`src/rtl/fetch_unit_pkg.sv`:
```
// Shared constants for the fetch stage: opcodes, instruction field positions
// and fetch FSM state encodings.
package fetch_unit_pkg;

    localparam logic [3:0] OP_NOOP = 4'h0;
    localparam logic [3:0] OP_LOD  = 4'h1;
    localparam logic [3:0] OP_STR  = 4'h2;
    localparam logic [3:0] OP_BRA  = 4'h4;
    localparam logic [3:0] OP_BRR  = 4'h5;
    localparam logic [3:0] OP_BNE  = 4'h6;
    localparam logic [3:0] OP_ALU  = 4'h8;
    localparam logic [3:0] OP_HLT  = 4'hF;

    localparam int OPC_HI = 31;
    localparam int OPC_LO = 28;
    localparam int MM_HI  = 27;
    localparam int MM_LO  = 24;
    localparam int OFF_HI = 15;
    localparam int OFF_LO = 0;
    localparam int OFF_W  = OFF_HI - OFF_LO + 1;

    typedef enum logic [0:0] {
        ST_IDLE = 1'b0,
        ST_WAIT = 1'b1
    } fetch_state_e;

endpackage

```
`src/rtl/fetch_unit_if.sv`:
```
// Instruction-memory read bus between the fetch unit (master) and memory (slave).
interface fetch_unit_if #(
    parameter int ADDR_W = 16,
    parameter int DATA_W = 32
);
    logic [ADDR_W-1:0] IMEM_ADDR;
    logic              IMEM_REQ;
    logic              IMEM_VALID;
    logic [DATA_W-1:0] IMEM_DATA;

    modport master (
        output IMEM_ADDR,
        output IMEM_REQ,
        input  IMEM_VALID,
        input  IMEM_DATA
    );

    modport slave (
        input  IMEM_ADDR,
        input  IMEM_REQ,
        output IMEM_VALID,
        output IMEM_DATA
    );
endinterface

```
`src/rtl/fetch_unit_pc_next.sv`:
```
// Combinational next-PC selection: hold, increment, absolute or PC-relative
// branch, with synchronous-clear priority. All arithmetic wraps at ADDR_W bits.
module fetch_unit_pc_next
    import fetch_unit_pkg::*;
#(
    parameter int                ADDR_W   = 16,
    parameter logic [ADDR_W-1:0] RESET_PC = {ADDR_W{1'b0}}
) (
    input  logic [ADDR_W-1:0] pc,
    input  logic [ADDR_W-1:0] ir_abs,
    input  logic [OFF_W-1:0]  ir_off,
    input  logic              pc_write,
    input  logic              pc_sel,
    input  logic              br_sel,
    input  logic              pc_rst,
    output logic [ADDR_W-1:0] pc_nxt
);

    logic [ADDR_W-1:0] off_ext_s;
    logic [ADDR_W-1:0] target_s;

    // Branch target and next-PC priority mux
    always_comb begin
        off_ext_s = ADDR_W'($signed(ir_off));
        target_s  = br_sel ? (pc + off_ext_s) : ir_abs;
        pc_nxt    = pc;
        if (pc_rst) begin
            pc_nxt = RESET_PC;
        end else if (pc_write) begin
            pc_nxt = pc_sel ? target_s : (pc + ADDR_W'(1));
        end else begin
            pc_nxt = pc;
        end
    end

endmodule

```
`src/rtl/fetch_unit.sv`:
```
// Fetch stage: PC, IR and STAT registers plus a two-state fetch FSM that
// issues a held request to instruction memory and times out into a noop.
module fetch_unit
    import fetch_unit_pkg::*;
#(
    parameter int                ADDR_W   = 16,
    parameter int                DATA_W   = 32,
    parameter int                TIMEOUT  = 15,
    parameter logic [ADDR_W-1:0] RESET_PC = {ADDR_W{1'b0}}
) (
    input  logic              CLK,
    input  logic              RST,
    input  logic              FETCH,
    input  logic              PC_WRITE,
    input  logic              PC_SEL,
    input  logic              BR_SEL,
    input  logic              PC_RST,
    input  logic              STAT_WE,
    input  logic [3:0]        FLAGS_IN,
    fetch_unit_if.master      imem,
    output logic [DATA_W-1:0] IR,
    output logic [3:0]        OPCODE,
    output logic [3:0]        MM,
    output logic [3:0]        STAT,
    output logic [ADDR_W-1:0] PC,
    output logic              IR_VALID,
    output logic              BUSY,
    output logic              FAULT
);

    localparam int CNT_W = $clog2(TIMEOUT + 1);

    fetch_state_e      state_r,  state_nxt_s;
    logic [CNT_W-1:0]  cnt_r,    cnt_nxt_s;
    logic [DATA_W-1:0] ir_r,     ir_nxt_s;
    logic              irv_r,    irv_nxt_s;
    logic              fault_r,  fault_nxt_s;
    logic              busy_r,   busy_nxt_s;
    logic [ADDR_W-1:0] addr_r,   addr_nxt_s;
    logic [ADDR_W-1:0] pc_r,     pc_nxt_s;
    logic [3:0]        stat_r;

    fetch_unit_pc_next #(
        .ADDR_W   (ADDR_W),
        .RESET_PC (RESET_PC)
    ) u_pc_next (
        .pc       (pc_r),
        .ir_abs   (ir_r[ADDR_W-1:0]),
        .ir_off   (ir_r[OFF_HI:OFF_LO]),
        .pc_write (PC_WRITE),
        .pc_sel   (PC_SEL),
        .br_sel   (BR_SEL),
        .pc_rst   (PC_RST),
        .pc_nxt   (pc_nxt_s)
    );

    // Fetch FSM next-state and registered-output next values
    always_comb begin
        state_nxt_s = state_r;
        cnt_nxt_s   = cnt_r;
        ir_nxt_s    = ir_r;
        irv_nxt_s   = 1'b0;
        fault_nxt_s = fault_r;
        busy_nxt_s  = busy_r;
        addr_nxt_s  = addr_r;
        case (state_r)
            ST_IDLE: begin
                if (FETCH) begin
                    state_nxt_s = ST_WAIT;
                    addr_nxt_s  = pc_r;
                    cnt_nxt_s   = {CNT_W{1'b0}};
                    busy_nxt_s  = 1'b1;
                end else begin
                    busy_nxt_s  = 1'b0;
                end
            end
            ST_WAIT: begin
                // Valid data on the final wait cycle still beats the timeout
                if (imem.IMEM_VALID) begin
                    state_nxt_s = ST_IDLE;
                    ir_nxt_s    = imem.IMEM_DATA;
                    irv_nxt_s   = 1'b1;
                    busy_nxt_s  = 1'b0;
                    cnt_nxt_s   = {CNT_W{1'b0}};
                end else if (cnt_r == CNT_W'(TIMEOUT)) begin
                    state_nxt_s = ST_IDLE;
                    ir_nxt_s    = {DATA_W{1'b0}};
                    irv_nxt_s   = 1'b1;
                    fault_nxt_s = 1'b1;
                    busy_nxt_s  = 1'b0;
                    cnt_nxt_s   = {CNT_W{1'b0}};
                end else begin
                    cnt_nxt_s   = cnt_r + CNT_W'(1);
                end
            end
            default: begin
                state_nxt_s = ST_IDLE;
                busy_nxt_s  = 1'b0;
                cnt_nxt_s   = {CNT_W{1'b0}};
            end
        endcase
    end

    // State and datapath registers
    always_ff @(posedge CLK or posedge RST) begin
        if (RST) begin
            state_r <= ST_IDLE;
            cnt_r   <= {CNT_W{1'b0}};
            ir_r    <= {DATA_W{1'b0}};
            irv_r   <= 1'b0;
            fault_r <= 1'b0;
            busy_r  <= 1'b0;
            addr_r  <= {ADDR_W{1'b0}};
            pc_r    <= RESET_PC;
            stat_r  <= 4'h0;
        end else begin
            state_r <= state_nxt_s;
            cnt_r   <= cnt_nxt_s;
            ir_r    <= ir_nxt_s;
            irv_r   <= irv_nxt_s;
            fault_r <= fault_nxt_s;
            busy_r  <= busy_nxt_s;
            addr_r  <= addr_nxt_s;
            pc_r    <= pc_nxt_s;
            stat_r  <= STAT_WE ? FLAGS_IN : stat_r;
        end
    end

    assign imem.IMEM_ADDR = addr_r;
    assign imem.IMEM_REQ  = busy_r;
    assign IR             = ir_r;
    assign OPCODE         = ir_r[OPC_HI:OPC_LO];
    assign MM             = ir_r[MM_HI:MM_LO];
    assign STAT           = stat_r;
    assign PC             = pc_r;
    assign IR_VALID       = irv_r;
    assign BUSY           = busy_r;
    assign FAULT          = fault_r;

endmodule
```
`src/flat_wrapper.sv`:
```
// flat-port wrapper written by rule: the top's interface ports become plain ports
module fetch_unit_flat import fetch_unit_pkg::*;
#(
    parameter int                ADDR_W   = 16,
    parameter int                DATA_W   = 32,
    parameter int                TIMEOUT  = 15,
    parameter logic [ADDR_W-1:0] RESET_PC = {ADDR_W{1'b0}}
)
  (CLK, RST, FETCH, PC_WRITE, PC_SEL, BR_SEL, PC_RST, STAT_WE, FLAGS_IN, IR, OPCODE, MM, STAT, PC, IR_VALID, BUSY, FAULT, imem_IMEM_ADDR, imem_IMEM_REQ, imem_IMEM_VALID, imem_IMEM_DATA);
  fetch_unit_if #(.ADDR_W(ADDR_W), .DATA_W(DATA_W)) imem_i ();
  input  logic CLK;
  input  logic RST;
  input  logic FETCH;
  input  logic PC_WRITE;
  input  logic PC_SEL;
  input  logic BR_SEL;
  input  logic PC_RST;
  input  logic STAT_WE;
  input  logic [3:0] FLAGS_IN;
  output logic [DATA_W-1:0] IR;
  output logic [3:0] OPCODE;
  output logic [3:0] MM;
  output logic [3:0] STAT;
  output logic [ADDR_W-1:0] PC;
  output logic IR_VALID;
  output logic BUSY;
  output logic FAULT;
  output wire logic [$bits(imem_i.IMEM_ADDR)-1:0] imem_IMEM_ADDR;
  output wire logic [$bits(imem_i.IMEM_REQ)-1:0] imem_IMEM_REQ;
  input wire logic [$bits(imem_i.IMEM_VALID)-1:0] imem_IMEM_VALID;
  input wire logic [$bits(imem_i.IMEM_DATA)-1:0] imem_IMEM_DATA;
  assign imem_IMEM_ADDR = imem_i.IMEM_ADDR;
  assign imem_IMEM_REQ = imem_i.IMEM_REQ;
  assign imem_i.IMEM_VALID = imem_IMEM_VALID;
  assign imem_i.IMEM_DATA = imem_IMEM_DATA;
  fetch_unit #(.ADDR_W(ADDR_W), .DATA_W(DATA_W), .TIMEOUT(TIMEOUT), .RESET_PC(RESET_PC)) u_core (.CLK(CLK), .RST(RST), .FETCH(FETCH), .PC_WRITE(PC_WRITE), .PC_SEL(PC_SEL), .BR_SEL(BR_SEL), .PC_RST(PC_RST), .STAT_WE(STAT_WE), .FLAGS_IN(FLAGS_IN), .imem(imem_i), .IR(IR), .OPCODE(OPCODE), .MM(MM), .STAT(STAT), .PC(PC), .IR_VALID(IR_VALID), .BUSY(BUSY), .FAULT(FAULT));
endmodule
```
`config.mk`:
```
export PLATFORM = sky130hd
export DESIGN_NAME = fetch_unit_flat
export DESIGN_NICKNAME = d
export VERILOG_FILES = /design/src/rtl/fetch_unit_pkg.sv /design/src/rtl/fetch_unit_if.sv /design/src/rtl/fetch_unit_pc_next.sv /design/src/rtl/fetch_unit.sv /design/src/flat_wrapper.sv
export SDC_FILE = /design/constraint.sdc
export NUM_CORES = 1
export LEC_CHECK = 0
export ABC_AREA = 0
export BUFFER_PORTS_ARGS = -buffer_cell sky130_fd_sc_hd__buf_2
export CORE_MARGIN = 2
export CORE_UTILIZATION = 25
export CTS_CLUSTER_SIZE = 24
export DETAILED_ROUTE_END_ITERATION = 12
export GPL_ROUTABILITY_DRIVEN = 0
export PLACE_DENSITY = 0.53
export SYNTH_ARGS = -nofsm -noshare
export SYNTH_HDL_FRONTEND = slang
export SYNTH_SLANG_ARGS = --single-unit
```
`constraint.sdc`:
```
create_clock -name CLK -period 2.7 [get_ports CLK]
set_input_delay 0.135 -clock CLK [delete_from_list [all_inputs] [get_ports CLK]]
set_output_delay 0.135 -clock CLK [all_outputs]
set_load 0.01 [all_outputs]
```
Word-level counts from Yosys, hierarchy flattened
Index checks and enable logic that the tools add are counted.
W data, S select, Z words.
{ "word_totals": {"register_bits": 76, "in_bits": 45, "output_inout_bits": 80, "word_cells": 42} }
{ "classes": {"addsub": 3, "eq_ne": 3, "n_mux": 20, "bitwise_logic": 2, "reduce_logical": 5} }
{ "op_table": {"columns": ["op", "n"], "rows": [
  ["$mux W16", 4],
  ["$mux W32", 2],
  ["$add A16 B1 Y16 const B", 1],
  ["$add A16 B16 Y16", 1],
  ["$mux W4", 3],
  ["$mux W1", 8],
  ["$pmux W4 S2", 1],
  ["$add A4 B1 Y4 const B", 1],
  ["$eq A4 B4 Y1 const B", 1],
  ["$pmux W1 S2", 2],
  ["$reduce_and A2 Y1", 2],
  ["$reduce_bool A2 Y1", 2],
  ["$ne A3 B3 Y1 const B", 1],
  ["$reduce_and A3 Y1", 1],
  ["$ne A2 B2 Y1 const B", 1],
  ["$not A1 Y1", 2]
]} }

Longest topological paths before layout
{ "depth": {"ltp_word": 5, "depth_mapped": 9, "mapped_depth_nobuf": 9} }

Hierarchy
Synthesis repeated with hierarchy kept, for this count alone.
{ "hier_totals": {"hier_cells": 402, "area_unflattened_um2": 4336.7} }
{ "modules_own_cells": {"columns": ["module", "instances", "cells_per_inst", "area_per_inst_um2"], "rows": [
  ["fetch_unit", 1, 174, 2780.2],
  ["fetch_unit_pc_next", 1, 228, 1556.5]
]} }

Worst setup path before layout
No wires, ideal clock.
{ "synth_timing": {"kind": "reg-to-reg", "from": "register u_core.pc_r[0] (netlist: u_core.PC[0])", "to": "register u_core.pc_r[14] (netlist: u_core.PC[14])", "setup_time_ns": 0.121, "arrival_time_ns": 2.176, "required_time_ns": 2.579, "path_slack_ns": 0.403, "path_stages_with_launch": 10, "path_buffers": 0, "path_cell_list": "dfrtp_1 > ha_1 > inv_1 > fa_1 > nand2b_1 > a21o_1 > a211o_1 > a21oi_1 > mux2i_1 > nor3_1"} }
{ "synth_between": {"elab_chain_len": 5} }
{ "synth_lines": {"columns": ["item", "line_no", "rtl"], "rows": [
  ["from (decl)", "fetch_unit.sv:40", "logic [ADDR_W-1:0] pc_r, pc_nxt_s;"],
  ["from (signal assigned)", "fetch_unit.sv:124", "pc_r <= pc_nxt_s;"],
  ["$add A16 B16 Y16", "fetch_unit_pc_next.sv:25", "target_s = br_sel ? (pc + off_ext_s) : ir_abs;"],
  ["$mux W16", "fetch_unit_pc_next.sv:25", null],
  ["$mux W16 *", "fetch_unit_pc_next.sv:30", "pc_nxt = pc_sel ? target_s : (pc + ADDR_W'(1));"],
  ["$mux W16 *", "fetch_unit_pc_next.sv:29", "end else if (pc_write) begin"],
  ["$mux W16 *", "fetch_unit_pc_next.sv:27", "if (pc_rst) begin"]
]} }
Every way passes the cells marked *; elsewhere a longest branch is shown, timed or not. The select of a mux whose other input is x is not followed.
A chain may end at the register's enable or synchronous reset.

Worst setup path in the final report
{ "layout_timing": {"from": "register u_core.ir_r[0] (netlist: u_core.IR[0])", "to": "register u_core.pc_r[14] (netlist: u_core.PC[14])"} }
{ "layout_between": {"elab_chain_len": 5} }
{ "layout_lines": {"columns": ["item", "line_no", "rtl"], "rows": [
  ["from (decl)", "fetch_unit.sv:35", "logic [DATA_W-1:0] ir_r, ir_nxt_s;"],
  ["from (signal assigned)", "fetch_unit.sv:109", "ir_r <= {DATA_W{1'b0}};"],
  ["from (signal assigned)", "fetch_unit.sv:119", "ir_r <= ir_nxt_s;"],
  ["$add A16 B16 Y16", "fetch_unit_pc_next.sv:25", null],
  ["$mux W16", "fetch_unit_pc_next.sv:25", null],
  ["$mux W16", "fetch_unit_pc_next.sv:30", null],
  ["$mux W16", "fetch_unit_pc_next.sv:29", null],
  ["$mux W16", "fetch_unit_pc_next.sv:27", null]
]} }
No other way between the ends. The select of a mux whose other input is x is not followed.

==> qor.yml <==
status: "complete, no violations"
area_delta_synth_final_pct: 28.5
synthSimpleGateAreaFrac_pct: 14.4
ys_ff_latch: 76
tightest_slew_ps: 577
ant_nets: 0
cp_max_fo: 4
final_area_um2: 5480
first_pass_iters: 5
synthArstFlopShare_pct: 100
ys_seq_area_share_pct: 44.6
postCtsResizedCells: 0
synth_edf_count: 0
synthAdderAreaFrac_pct: 5.46
root_buffer: "clkbuf_16"
fin_worst_skew_ps: 7.02
fin_crit_ps: 2400
placed_area_um2: 5100
drive_gt1_share_pct: 32.8
drv_cap: 0
fp.coreArea_um2: 16600
die_h_um: 135
drc: 0
r2r_slack_ps: 300
crit_slowest_cell: "fa_1"
worstHoldPathType: "in2reg"
synth_top_family_by_area: "compound AO/OA/AOI/OAI gates"
end_kind: "register"
hold_slack_ps: 12.2
antennaDiodeCount: 0
relSlewSlack_pct: 61.5
finalSetupViolCount: 0
finalCritPeriodShare_pct: 89.0
crit_type: "reg2reg"
p_int_w: 0.00273
synth_xor_area_share_pct: 1.64
path_cells: "ha_1 -> inv_1 -> fa_1 -> nand2b_1 -> a21o_1 -> a211o_1 -> a21oi_1 -> mux2i_1 -> nor3_1"
vdd_drop_max_v: 0.000315
drt_iter0_markers: 303
portBuffers: 124
p_leak_nw: 2.69
synth_top_area_share_pct: 44.6
cts.sinks: 76
synthesis.area_um2: 4260
ys_types: 49
core.rowCount: 47
cp_data_required_time_ps: 2920
switchingPower_w: 0.00122
rsz0062_at_grt: "no"
htreeDepth: 3
synthFlopType: "dfrtp_1"
grt_overflow: 0
syn_nets: 490
io-pin-count: 125
p_total_w: 0.00395
grt_max_degree: 77
cts_tree: "yes"
hpwlAfterDp_mm: 9.66
grt.total_usage_pct: 14.7
avgSynthCellArea_um2: 9.98
fmax_mhz: 416
via_per_inst: 4.99
routedWlPerCell_um: 17.2
initial_utilization_pct: 25.6
clkSlewWorstSetupHoldPaths_ps: 60
routed_wl_mm: 13.2
grt_pass1_wl_mm: 20.6
yosysTopAreaCell: "dfrtp_1"
numCtsBuffers: 9
setup_ws_ps: 296
vias: 3844
synth_mux_area_share_pct: 7.69
insertion_delay_ps: 330
place_ws_ps: 305
power_density_nw_per_um2: 721
hold_viol: 0
switching_share_pct: 30.8
first_global_vias: 3825
clockBufferDepth: 2
ys_warn_count: 0
arrival_ps: 2630
antenna_found_initial: 1
tns_ps: 0
power_frac_comb_pct: 26.0
yosys-top-cells-area: "dfrtp_1, a22o_1, mux2_2"
die_area_um2: 18100
max_stage_delay_ps: 410
crit_path_start_kind: "register"
nFillCells: 1691
seq_power_share_pct: 37.8
clockPowerShare_pct: 36.2
netlist_instances: 427
nNetsFinal: 609
fp.dieW_um: 135
slew_viol_final: 0
synth_compound_area_share_pct: 21.6
sequential cells by signal (all words and copies together) (netlist names):
signal / flops
u_core.imem.IMEM_ADDR: 16
u_core.cnt_r: 4
u_core.STAT: 4
u_core.BUSY: 1
u_core.state_r: 1
u_core.FAULT: 1
u_core.IR: 32
u_core.PC: 16
u_core.IR_VALID: 1
layout by cell type (no fill, tap or decap), types with 4 or more instances in the layout:
cell       count
nor4_1         4
nand3b_1       6
xnor2_1        5
nand3_1       14
buf_2        124
a21oi_1       23
nand2b_1       4
inv_1         11
mux2i_1        8
a21o_1         8
o22ai_1        4
nand2_1       28
nor2_1        29
clkbuf_16      9
buf_4          9
and3_1         5
nor3_1        11
dfrtp_1       76
a31oi_1        6
o21a_1         6
a22o_1        33
and2_1         4
o21ai_0       25
mux2_2        22
nand4_1        5
nor2b_1        5
a211oi_1       8
ha_1          17
area by class of cell:
type | count | area (um^2) | share of cell area (%)
multi-input cells | 310 | 2170 | 39.6
flip-flops and latches | 76 | 1900 | 34.7
repair buffers | 136 | 728 | 13.3
well taps | 220 | 275 | 5.03
clock buffers | 12 | 256 | 4.68
clock inverters | 4 | 95.1 | 1.74
inverters | 13 | 50.0 | 0.914
worst max-delay path: cells and delay by family (launching register included):
| family | cells | cell delay (ps) |
|---|---|---|
| AOI/OAI and AO/OA | 3 | 740 |
| adders and majority gates | 2 | 630 |
| DFF | 1 | 390 |
| and+or+nand+nor | 2 | 270 |
| muxes | 1 | 210 |
| buffers and inverters | 1 | 70 |
power by group through the flow:
stage                     combinational, W  clock [W]  sequential [W]
after global placement             0.00101          0         0.00151
after floorplan                   0.000594          0         0.00155
after detailed placement           0.00103          0         0.00151
final                              0.00103    0.00143         0.00149
after global routing               0.00113    0.00152         0.00152
after CTS                          0.00103    0.00147         0.00150
synth_stat cells (6+ instances only):
cell and instances:
ha_1 17, nor2_1 29, nand3b_1 6, clkbuf_1 13, inv_1 12, nand2_1 28
a21o_1 8, nand3_1 14, buf_4 9, nor3_1 11, a22o_1 33, a211oi_1 8
dfrtp_1 76, a31oi_1 6, mux2i_1 8, a21oi_1 23, o21ai_0 26, o21a_1 6
mux2_2 22
logic make-up after synthesis:
kind of cell | Yosys count
buffers and inverters | 41
muxes | 30
DFF | 76
xor gates and xnor gates | 8
AOI/OAI and AO/OA | 133
adders and majority gates | 18
and+or+nand+nor | 121
worst paths after layout:
check	from	to	cells past startpoint
hold / removal	imem_IMEM_DATA[4]	u_core.IR[4]$_DFFE_PP0P_	3
min in group asynchronous	RST	u_core.IR[30]$_DFFE_PP0P_	4
hold reg to reg	u_core.FAULT$_DFFE_PP0P_	u_core.FAULT$_DFFE_PP0P_	1
max in group asynchronous	RST	u_core.IR[16]$_DFFE_PP0P_	4
setup / recovery	u_core.IR[0]$_DFFE_PP0P_	u_core.PC[14]$_DFFE_PP0P_	9
setup reg to reg	u_core.IR[0]$_DFFE_PP0P_	u_core.PC[14]$_DFFE_PP0P_	9
metal layers:
metal | track usage, % | wire length (um) | vias to the layer above
met4 | 5.20 | 238 | 0
li1 | - | - | 1814
met3 | 3.27 | 911 | 16
met1 | 18.6 | 5730 | 1854
met5 | 0 | 0 | -
met2 | 24.8 | 6340 | 160
per-stage QoR:
step,util [%],std cells
floorplan,-,427
global placement,30.7,753
detailed placement,30.7,753
CTS,32.9,771
global route,32.9,771
finish,32.9,771
timing repair:
action,in CTS,in global routing
buffers inserted,0,0
hold buffers,2,0
endpoints found under the hold margin,77,0
No activity file was read; power rests on OpenSTA's default activity.
